### src/rtl/signed_digit_serializer_if.sv
// Handshake bundle for the signed-digit serializer: a parallel operand
// input stream and a digit-serial output stream.
interface signed_digit_serializer_if #(
  parameter int no_of_digits = 4,
  parameter int radix_bits   = 3
);
  logic [no_of_digits*radix_bits-1:0] D;
  logic                               d_valid;
  logic                               d_ready;
  logic signed [radix_bits-1:0]       q;
  logic                               q_valid;
  logic                               q_last;
  logic                               q_ready;

  // Serializer side: consumes operands, produces digits.
  modport slave (
    input  D, d_valid, q_ready,
    output d_ready, q, q_valid, q_last
  );

  // Environment side: supplies operands, consumes digits.
  modport master (
    output D, d_valid, q_ready,
    input  d_ready, q, q_valid, q_last
  );
endinterface

### src/rtl/signed_digit_serializer.sv
// Emits a packed signed-digit operand MSD first, one digit per transfer,
// optionally followed by a run of zero pad digits.
module signed_digit_serializer #(
  parameter int no_of_digits = 4,
  parameter int radix_bits   = 3,
  parameter int pad_digits   = 0
) (
  input  logic                         clk,
  input  logic                         reset,
  signed_digit_serializer_if.slave     bus
);
  localparam int N    = no_of_digits;
  localparam int R    = radix_bits;
  localparam int P    = pad_digits;
  localparam int MAXC = (((N > P) ? N : P) > 2) ? ((N > P) ? N : P) : 2;
  localparam int CW   = $clog2(MAXC);

  localparam logic [CW-1:0] LAST_DIGIT = CW'(N - 1);
  localparam logic [CW-1:0] LAST_PAD   = CW'((P > 0) ? P - 1 : 0);

  typedef enum logic [1:0] {IDLE, SHIFT, PAD} state_t;

  state_t          state;
  logic [N*R-1:0]  sr;
  logic [CW-1:0]   cnt;
  logic            accept;
  logic            xfer;
  logic            last;

  // Outputs are decoded purely from state, cnt and sr.
  always_comb begin
    last = 1'b0;
    if (state == SHIFT && cnt == LAST_DIGIT && P == 0) last = 1'b1;
    if (state == PAD && cnt == LAST_PAD)               last = 1'b1;
    bus.q_last  = last;
    bus.q_valid = (state == SHIFT) || (state == PAD);
    bus.q       = (state == SHIFT) ? sr[N*R-1 -: R] : '0;
  end

  // Ready when empty, or when the final digit leaves this cycle so the
  // next operand follows with no bubble.
  always_comb begin
    bus.d_ready = ~reset & ((state == IDLE) | (last & bus.q_ready));
    accept      = bus.d_valid & bus.d_ready;
    xfer        = bus.q_valid & bus.q_ready;
  end

  // Operand load, digit shifting and pad counting.
  always_ff @(posedge clk) begin
    if (reset) begin
      state <= IDLE;
      sr    <= '0;
      cnt   <= '0;
    end else begin
      case (state)
        IDLE: begin
          if (accept) begin
            sr    <= bus.D;
            cnt   <= '0;
            state <= SHIFT;
          end
        end
        SHIFT: begin
          if (xfer) begin
            if (cnt != LAST_DIGIT) begin
              sr  <= sr << R;
              cnt <= cnt + CW'(1);
            end else if (P > 0) begin
              state <= PAD;
              cnt   <= '0;
            end else if (accept) begin
              sr  <= bus.D;
              cnt <= '0;
            end else begin
              state <= IDLE;
            end
          end
        end
        PAD: begin
          if (xfer) begin
            if (cnt != LAST_PAD) begin
              cnt <= cnt + CW'(1);
            end else if (accept) begin
              sr    <= bus.D;
              cnt   <= '0;
              state <= SHIFT;
            end else begin
              state <= IDLE;
            end
          end
        end
        default: state <= IDLE;
      endcase
    end
  end
endmodule

### src/flat_wrapper.sv
// flat-port wrapper written by rule: the top's interface ports become plain ports
module signed_digit_serializer_flat 
#(
  parameter int no_of_digits = 4,
  parameter int radix_bits   = 3,
  parameter int pad_digits   = 0
)
  (clk, reset, bus_D, bus_d_valid, bus_q_ready, bus_d_ready, bus_q, bus_q_valid, bus_q_last);
  signed_digit_serializer_if #(.no_of_digits(no_of_digits), .radix_bits(radix_bits)) bus_i ();
  input  logic clk;
  input  logic reset;
  input wire logic [$bits(bus_i.D)-1:0] bus_D;
  input wire logic [$bits(bus_i.d_valid)-1:0] bus_d_valid;
  input wire logic [$bits(bus_i.q_ready)-1:0] bus_q_ready;
  output wire logic [$bits(bus_i.d_ready)-1:0] bus_d_ready;
  output wire logic [$bits(bus_i.q)-1:0] bus_q;
  output wire logic [$bits(bus_i.q_valid)-1:0] bus_q_valid;
  output wire logic [$bits(bus_i.q_last)-1:0] bus_q_last;
  assign bus_i.D = bus_D;
  assign bus_i.d_valid = bus_d_valid;
  assign bus_i.q_ready = bus_q_ready;
  assign bus_d_ready = bus_i.d_ready;
  assign bus_q = bus_i.q;
  assign bus_q_valid = bus_i.q_valid;
  assign bus_q_last = bus_i.q_last;
  signed_digit_serializer #(.no_of_digits(no_of_digits), .radix_bits(radix_bits), .pad_digits(pad_digits)) u_core (.clk(clk), .reset(reset), .bus(bus_i));
endmodule
### config.mk
export PLATFORM = sky130hd
export DESIGN_NAME = signed_digit_serializer_flat
export DESIGN_NICKNAME = d
export VERILOG_FILES = /design/src/rtl/signed_digit_serializer_if.sv /design/src/rtl/signed_digit_serializer.sv /design/src/flat_wrapper.sv
export SDC_FILE = /design/constraint.sdc
export NUM_CORES = 1
export LEC_CHECK = 0
export CAP_MARGIN = 20
export CORE_MARGIN = 2
export CORE_UTILIZATION = 54
export DETAILED_ROUTE_END_ITERATION = 16
export DONT_BUFFER_PORTS = 1
export PLACE_DENSITY_LB_ADDON = 0.05
export RECOVER_POWER = 50
export SYNTH_ARGS = -nofsm -noshare
export SYNTH_HDL_FRONTEND = slang
export SYNTH_SLANG_ARGS = --single-unit
### constraint.sdc
create_clock -name clk -period 1.69 [get_ports clk]
set_input_delay 0.2535 -clock clk [delete_from_list [all_inputs] [get_ports clk]]
set_output_delay 0.2535 -clock clk [all_outputs]
set_load 0.01 [all_outputs]
==> results of run 1 <==
-- layer usage --
| metal | wire length (µm) | vias up | part of all wire | track usage |
|---|---|---|---|---|
| met5 | 0 | - | 0 | 0 |
| met1 | 789 | 327 | 0.46 | 0.2823 |
| met3 | 124 | 2 | 0.072 | 0.06809 |
| li1 | - | 360 | - | - |
| met2 | 806 | 22 | 0.47 | 0.3212 |
| met4 | 10 | 0 | 0.0058 | 0.09375 |
-- critical path, delay by kind of cell (launching register included) --
kind,cells,cell delay (ns)
simple gates,1,0.24
buf+inv,1,0.36
flops,1,0.38
-- what timing repair did --
item	in CTS	in global routing
hold buffers	0	1
endpoints found under the setup margin	0	0
endpoints found under the hold margin	0	1
-- final timing paths --
check                                     start            end
worst min-delay path                      reset  u_core.cnt[0]
worst max-delay path            u_core.state[0]       bus_q[0]
worst max register to register  u_core.state[0]   u_core.sr[5]
worst min register to register     u_core.sr[4]   u_core.sr[7]
-- state kept, by name (all words and copies together), names as in the netlist --
name / cells
u_core.sr: 12
u_core.cnt: 2
u_core.state: 1
-- synth_stat cells --
library cell   n  area, µm²
a21boi_2       1      11.26
a21oi_1        4      20.02
a221oi_1       4      35.03
a221oi_2       1      15.01
a22o_1         2      17.52
a22oi_1        3      22.52
a31oi_1        1      6.260
a32oi_1        2      17.52
and2_1         4      25.02
buf_1          1      3.750
buf_2          6      30.03
dfxtp_1       15      300.3
ha_1           1      12.51
inv_1          1      3.750
mux2i_1        4      40.04
nand2_1        9      33.78
nand2_2        1      6.260
nand2b_1       2      12.51
nand2b_4       1      13.76
nand3_1        2      10.01
nand3b_1       1      7.510
nor2_1        14      52.55
nor2_2         1      6.260
nor2b_1        3      18.77
nor2b_4        1      13.76
nor3_1         1      5.000
nor3_2         1      10.01
o211ai_1       1      7.510
o21ai_0        8      40.04
o21ai_1        2      10.01
xor2_1         1      8.760
-- metrics by stage --
step           instance area (µm²)  hold WS [ns]  total power, mW
3_3_place_gp                 825.8        0.3222           0.5103
6_report                     852.1       0.03179           0.7049
4_1_cts                      852.1       0.01698           0.7167
2_1_floorplan                817.0        0.3895           0.5042
5_1_grt                      852.1     0.0004100           0.7576
3_5_place_dp                 825.8        0.3229           0.5115
-- cells by family (layout without fill, tap and decap cells) --
logic type,Yosys count,in the layout,share of synthesized area
AND/OR/NAND/NOR,41,41,0.2634
AO/OA/AOI/OAI,29,29,0.2481
multiplexers,4,4,0.04901
flip-flops,15,15,0.3675
XOR/XNOR,1,1,0.01072
adder cells (fa/ha/maj),1,1,0.01531
buffers and inverters,8,9,0.04593
-- cell type report --
| class | count | area [µm²] |
|---|---|---|
| sequential | 15 | 300.3 |
| fill | 143 | 601.8 |
| clock buffer | 4 | 26.28 |
| inverter | 1 | 3.754 |
| tap | 16 | 20.02 |
| multi-input combinational | 76 | 476.7 |
| timing repair buffer | 4 | 25.02 |
-- where the power goes --
group          switching (mW)  total, mW  internal, mW  leakage [nW]
clock network           0.111      0.203        0.0916        0.0150
registers              0.0165      0.394         0.377         0.124
logic                  0.0562      0.109        0.0523         0.193
==> impl_metrics.json, run 1 <==
{
  "num_vias": 711,
  "floorplan.die_area_mm2": 0.001840,
  "crit_path_max_incr_delay_ns": 0.38,
  "post-place-ws_ns": 0.3573,
  "die_h_um": 42.90,
  "drt-initial-drc-count": 13,
  "cp.arrival_ns": 1.27,
  "cts_buffers": 3,
  "grt_max_degree": 20,
  "cts_htree_levels": 1,
  "hold_class": "in -> reg",
  "n_antenna_cell": 0,
  "critPathSlowestCell": "dfxtp_1",
  "syn-cell-area_um2": 817.0,
  "critPathMaxFanout": 7,
  "postSynthAreaPerCell_um2": 8.253,
  "cts_tree": "built",
  "worstSetupEndpointType": "primary output",
  "die_x_um": 42.90,
  "synth_nets": 116,
  "final.min_clock_period_ns": 1.527,
  "synth_cell_types": 31,
  "hold_violations": 0,
  "nets": 118,
  "powerDensity_mw_per_mm2": 827.2,
  "fmax_ghz": 0.6551,
  "start_util": 0.5620,
  "ys_seq_elements": 15,
  "min_path_cells": 1,
  "routed_wl_um": 1730,
  "layoutNonFillerInstCount": 116,
  "dp_cells": 111,
  "maxCapViolations": 0,
  "antenna_found_initial": 0,
  "leakagePower_nw": 0.3315,
  "portBuffers": 0,
  "routed_via_density": 6.129,
  "postCtsSetupRepairBufs": 0,
  "final_common_cell": "dfxtp_1",
  "ios": 22,
  "rr_worst_depth": 5,
  "path_cells": "clkbuf_1 > and2_1",
  "drt_first_pass_iters": 4,
  "yosysWarnings": 0,
  "grt_pass1_wl_um": 2953,
  "drc": 0,
  "grt_pass1_vias": 668,
  "timing.slew.headroom": 0.7205,
  "dpl.hpwl_um": 1246,
  "grt_use_total": 0.2152,
  "rows": 14,
  "insertion_delay_ns": 0.28,
  "tns_ns": 0,
  "postCtsResizedCells": 0,
  "crit_required_ns": 1.44,
  "synthToLayoutAreaGrowth_pct": 4.288,
  "synth-seq-area-share": 0.3675,
  "coreArea_mm2": 0.001454,
  "cts_max_path_buffers": 2,
  "period_share": 0.9033,
  "netlist_instances": 99,
  "rrSetupSlack_ns": 0.26,
  "layout_common_cells": "dfxtp_1, nor2_1, nand2_1",
  "gp_congestion": 0.8084,
  "crit_type": "reg -> out",
  "tightest_slew_ns": 0.4193,
  "routedWlPerCell_um": 14.91,
  "setup.worst_path.start_class": "register",
  "skew_ns": 0.003146,
  "cts_root_buf": "clkbuf_4",
  "rsz0062_at_grt": "false",
  "status": "finished, final reports clean",
  "finalWorstSetupSlack_ns": 0.1635,
  "antenna_left": 0,
  "drive_gt1_frac": 0.1000,
  "fin_util": 0.5861,
  "peakVddDrop_v": 0.0003751,
  "setup_viol_count_final": 0,
  "cts.sinks": 15,
  "slew_violations": 0,
  "clk_pin_slew_ns": 0.09,
  "grt.overflow.total": 0
}
No activity file was read; power rests on OpenSTA's default activity.
==> run 2, diff against run 1 <==
Clock period 1.69 ns to 1.9 ns, I/O delays scaled along.
==> run 2 against run 1 <==
Largest power group unchanged. Sequential power decreased by 10%. Register-to-register slack lost 0.09 ns. Sequential share of layout area is 1.2 points higher. Flip-flop and latch count is the same. Utilization decreased by 2.0 points. Worst setup slack gained 0.0042 ns. Die area did not move. Hold slack gained 0.015 ns. Highest routed layer unchanged. Combinational power is 17% lower. Wire length up 2.4%. Power down 10%. Critical endpoint is now u_core.sr[5].
==> impl_metrics.json, run 2 (synthesized netlist as in run 1, its figures left out) <==
{
  "nets": 115,
  "critPathMaxFanout": 9,
  "cts.sinks": 15,
  "cts_tree": "built",
  "grt_pass1_wl_um": 2953,
  "dpl.hpwl_um": 1294,
  "floorplan.die_area_mm2": 0.001840,
  "rrSetupSlack_ns": 0.17,
  "grt.overflow.total": 0,
  "n_antenna_cell": 0,
  "hold_violations": 0,
  "intPower_mw": 0.4607,
  "drt-initial-drc-count": 13,
  "grt_pass1_vias": 641,
  "regArea_um2": 300.3,
  "swShare": 0.2726,
  "postCtsHoldBufs": 0,
  "cts_htree_levels": 1,
  "gp_congestion": 0.7940,
  "drc": 0,
  "reg2reg_to": "u_core.sr[5]",
  "powerDensity_mw_per_mm2": 769.3,
  "ios": 22,
  "reg_top3": "u_core.sr: 12 flops, u_core.cnt: 2 flops, u_core.state: 1 flops",
  "clk_pin_slew_ns": 0.09,
  "fill_cells": 150,
  "status": "finished, final reports clean",
  "postCtsResizedCells": 0,
  "slew_violations": 0,
  "insertion_delay_ns": 0.29,
  "period_share": 0.9117,
  "fmax_ghz": 0.5773,
  "rr_worst_depth": 5,
  "portBuffers": 0,
  "antenna_found_initial": 0,
  "num_vias": 707,
  "setup.worst_path.start_class": "register",
  "timing.slew.headroom": 0.7222,
  "p_comb_frac": 0.143,
  "cp.arrival_ns": 1.92,
  "grt_max_degree": 20,
  "tns_ns": 0,
  "die_x_um": 42.90,
  "synthToLayoutAreaGrowth_pct": 0.7657,
  "hold_class": "in -> reg",
  "drt_first_pass_iters": 4,
  "rr_startpoint": "u_core.state[0]",
  "power.total_mw": 0.6333,
  "routedWlPerCell_um": 15.68,
  "top_register": "u_core.sr",
  "tightest_slew_ns": 0.4167,
  "layout_common_cells": "nor2_1, dfxtp_1, nand2_1",
  "hp-start": "reset",
  "cts_buffers": 3,
  "maxCapViolations": 0,
  "rsz0062_at_grt": "false",
  "p_sw_mw": 0.1727,
  "power_frac_clock": 0.300,
  "multi_input_area_um2": 469.2,
  "hold_path_end": "u_core.sr[11]",
  "rows": 14,
  "routed_via_density": 6.257,
  "final.min_clock_period_ns": 1.732,
  "coreArea_mm2": 0.001454,
  "peakVddDrop_v": 0.0004797,
  "drive_gt1_frac": 0.08247,
  "routed_wl_um": 1772,
  "postCtsSetupRepairBufs": 0,
  "cts_root_buf": "clkbuf_4",
  "die_h_um": 42.90,
  "skew_ns": 0.002854,
  "start_util": 0.5620,
  "seq_power_share": 0.557,
  "leakagePower_nw": 0.3157,
  "worstSetupEndpointType": "register",
  "min_path_cells": 1,
  "crit_required_ns": 2.09,
  "setup_viol_count_final": 0,
  "largest_reg_flops": 12,
  "antenna_left": 0,
  "crit_type": "reg -> reg",
  "grt_use_total": 0.2176,
  "cts_max_path_buffers": 2
}
==> run 2: changes by cell type in the layout (fill, tap and decap cells not counted) <==
| cell | previous run | this run |
|---|---|---|
| nor2_2 | 1 | 0 |
| clkbuf_1 | 3 | 2 |
| nand2_2 | 0 | 1 |
| dlygate4sd3_1 | 1 | 0 |
| nor2_1 | 14 | 15 |
| nand2_1 | 10 | 9 |
| nand2b_4 | 1 | 0 |
| nand2b_1 | 2 | 3 |
| buf_4 | 1 | 0 |
==> run 2: layout make-up <==
| type | count | area share |
|---|---|---|
| Timing Repair Buffer | 1 | 0.004559 |
| Multi-Input combinational cell | 76 | 0.5699 |
| Inverter | 1 | 0.004559 |
| Tap cell | 16 | 0.02432 |
| Clock buffer | 4 | 0.03191 |
| Sequential cell | 15 | 0.3647 |
==> run 2: worst max-delay path by stage <==
stage,from,cells past startpoint,slack (ns),endpoint
after floorplan,u_core.cnt[0],6,0.60,u_core.sr[0]
after global placement,u_core.cnt[0],5,0.48,u_core.sr[0]
after detailed placement,u_core.cnt[0],5,0.45,u_core.sr[0]
after CTS,u_core.cnt[0],3,0.18,bus_d_ready
after global routing,u_core.state[0],5,0.07,u_core.sr[5]
final,u_core.state[0],5,0.17,u_core.sr[5]
==> run 2: per-stage QoR <==
stage	setup slack (ns)	instance area [µm²]	hold WS, ns	util	cells
global placement	0.4782	810.8	0.3543	0.5577	109
floorplan	0.6046	817.0	0.4210	-	99
global route	0.06666	823.3	0.03900	0.5663	113
CTS	0.1790	837.1	0.03840	0.5757	113
detailed placement	0.4450	810.8	0.3541	0.5577	109
finish	0.1677	823.3	0.04647	0.5663	113
==> run 2: critical path, stage by stage (launching register included) <==
cell and delay [ns]:
dfxtp_1 0.51, clkbuf_1 0.36, nand2b_1 0.27, a21oi_1 0.22, nor2_1 0.05, a22o_1 0.21
==> run 2: power groups by stage <==
stage	clock, mW	sequential, mW	combinational (mW)
floorplan	0	0.355	0.0931
global placement	0	0.361	0.0927
detailed placement	0	0.360	0.0941
CTS	0.194	0.353	0.0946
global route	0.204	0.355	0.103
finish	0.190	0.353	0.0903
==> run 2: per-layer routing <==
layer	GRT usage	vias up	wire [µm]
met5	0	-	0
met4	0.1313	0	45
met3	0.04255	5	110
met2	0.3212	20	822
met1	0.2895	331	793
li1	-	351	-
==> run 3, diff against run 2 <==
--- a/constraint.sdc
+++ b/constraint.sdc
@@ -3,2 +3,2 @@
 set_output_delay 0.285 -clock clk [all_outputs]
-set_load 0.01 [all_outputs]
+set_load 0.02 [all_outputs]
==> run 3 against run 2 <==
Sequential power is essentially flat. First-iteration DRC count rose by 46%. Cell count increased by 0.88%.
==> impl_metrics.json, run 3 (synthesized netlist as in run 1, its figures left out) <==
{
  "cts_root_buf": "clkbuf_4",
  "cts_buffers": 3,
  "hold_violations": 0,
  "gp_congestion": 0.7750,
  "status": "finished, final reports clean",
  "dp_cells": 110,
  "hp-start": "reset",
  "routed_wl_um": 1762,
  "n_antenna_cell": 0,
  "cts.sinks": 15,
  "layout_common_cells": "nor2_1, dfxtp_1, nand2_1",
  "setup.worst_path.start_class": "register",
  "setup.worst_path.start": "u_core.state[0]",
  "rr_startpoint": "u_core.cnt[0]",
  "ios": 22,
  "grt_pass1_wl_um": 3042,
  "finalWorstSetupSlack_ns": 0.2077,
  "powerDensity_mw_per_mm2": 759.2,
  "fmax_ghz": 0.5909,
  "peakVddDrop_v": 0.0005073,
  "critPathSlowestCell": "dfxtp_1",
  "grt_use_total": 0.2215,
  "insertion_delay_ns": 0.29,
  "floorplan.die_area_mm2": 0.001840,
  "skew_ns": 0.007884,
  "die_h_um": 42.90,
  "path_buf_inv": 1,
  "layoutNonFillerInstCount": 114,
  "cts_max_path_buffers": 2,
  "final.min_clock_period_ns": 1.692,
  "power_frac_clock": 0.289,
  "crit_path_max_incr_delay_ns": 0.45,
  "top_register": "u_core.sr",
  "power.total_mw": 0.6317,
  "synthToLayoutAreaGrowth_pct": 1.838,
  "hold_class": "in -> reg",
  "rsz0062_at_grt": "false",
  "dpl.hpwl_um": 1267,
  "die_x_um": 42.90,
  "clk_pin_slew_ns": 0.09,
  "worstSetupEndpointType": "primary output",
  "reg_top3": "u_core.sr: 12 flops, u_core.cnt: 2 flops, u_core.state: 1 flops",
  "path_cells": "clkbuf_1 > and2_1",
  "antenna_found_initial": 0,
  "critPathMaxFanout": 7,
  "p_sw_mw": 0.1730,
  "postCtsHoldBufs": 0,
  "drive_gt1_frac": 0.1020,
  "tightest_slew_ns": 0.4550,
  "cts_htree_levels": 1,
  "routedWlPerCell_um": 15.46,
  "crit_required_ns": 1.62,
  "largest_reg_flops": 12,
  "cts_tree": "built",
  "drc": 0,
  "coreArea_mm2": 0.001454,
  "crit_type": "reg -> out",
  "num_vias": 713,
  "leakagePower_nw": 0.3218,
  "critPathTopFamily": "flip-flops",
  "drt-initial-drc-count": 19,
  "timing.slew.headroom": 0.6955,
  "grt_max_degree": 20,
  "maxCapViolations": 0,
  "portBuffers": 0,
  "cp.arrival_ns": 1.41,
  "start_util": 0.5620,
  "routed_via_density": 6.254,
  "slew_violations": 0,
  "tns_ns": 0,
  "drt_first_pass_iters": 6,
  "whs_ns": 0.05396,
  "seq_power_share": 0.558,
  "nets": 116,
  "antenna_left": 0,
  "p_comb_frac": 0.153,
  "swShare": 0.2739,
  "intPower_mw": 0.4586,
  "fill_cells": 153,
  "grt.overflow.total": 0,
  "post-place-ws_ns": 0.3813,
  "setup_viol_count_final": 0,
  "period_share": 0.8907,
  "grt_pass1_vias": 697,
  "rows": 14
}
run 3: final timing paths:
| kind | endpoint | cells after the start | slack (ns) |
|---|---|---|---|
| max | bus_q[1] | 2 | 0.21 |
| min | u_core.cnt[0] | 1 | 0.05 |
| max reg2reg | u_core.sr[3] | 5 | 0.36 |
| min reg2reg | u_core.sr[5] | 1 | 0.49 |
run 3: worst register-to-register path: cells and delay by family, from the launching register on:
| kind | cells | cell delay (ns) |
|---|---|---|
| simple gates | 3 | 0.76 |
| flops | 1 | 0.34 |
| fa+ha+maj | 1 | 0.25 |
| compound gates | 1 | 0.15 |
run 3: cell type report:
type,instances,area [µm²],share of cell area
flip-flops and latches,15,300.3,0.3609
clock buffers,3,22.52,0.02707
multi-input cells,76,469.2,0.5639
clock inverters,1,5.005,0.006015
repair buffers,2,11.26,0.01353
well taps,16,20.02,0.02406
inverters,1,3.754,0.004511
run 3: power by group through the flow:
stage / registers (mW) / logic [mW] / clock network [mW]
finish: 0.352 / 0.0965 / 0.183
floorplan: 0.356 / 0.0961 / 0
CTS: 0.352 / 0.101 / 0.187
global route: 0.356 / 0.110 / 0.202
global placement: 0.359 / 0.0993 / 0
detailed placement: 0.360 / 0.100 / 0
run 3: routing by layer:
metal / vias to the layer above / global-route usage / wire, µm
met3: 2 / 0.08936 / 144
li1: 349 / - / -
met4: 0 / 0.05625 / 10
met5: - / 0 / 0
met1: 337 / 0.2619 / 770
met2: 25 / 0.3697 / 836
run 3: stage by stage:
step | area, µm² | utilization
after floorplan | 817.0 | -
after global placement | 818.3 | 0.5628
after detailed placement | 818.3 | 0.5628
after CTS | 845.8 | 0.5818
after global routing | 832.0 | 0.5723
final | 832.0 | 0.5723
run 3: timing repair:
action	4_1_cts	5_1_grt
endpoints found under the setup margin	0	1
resized for setup	0	1
buffers inserted	0	0
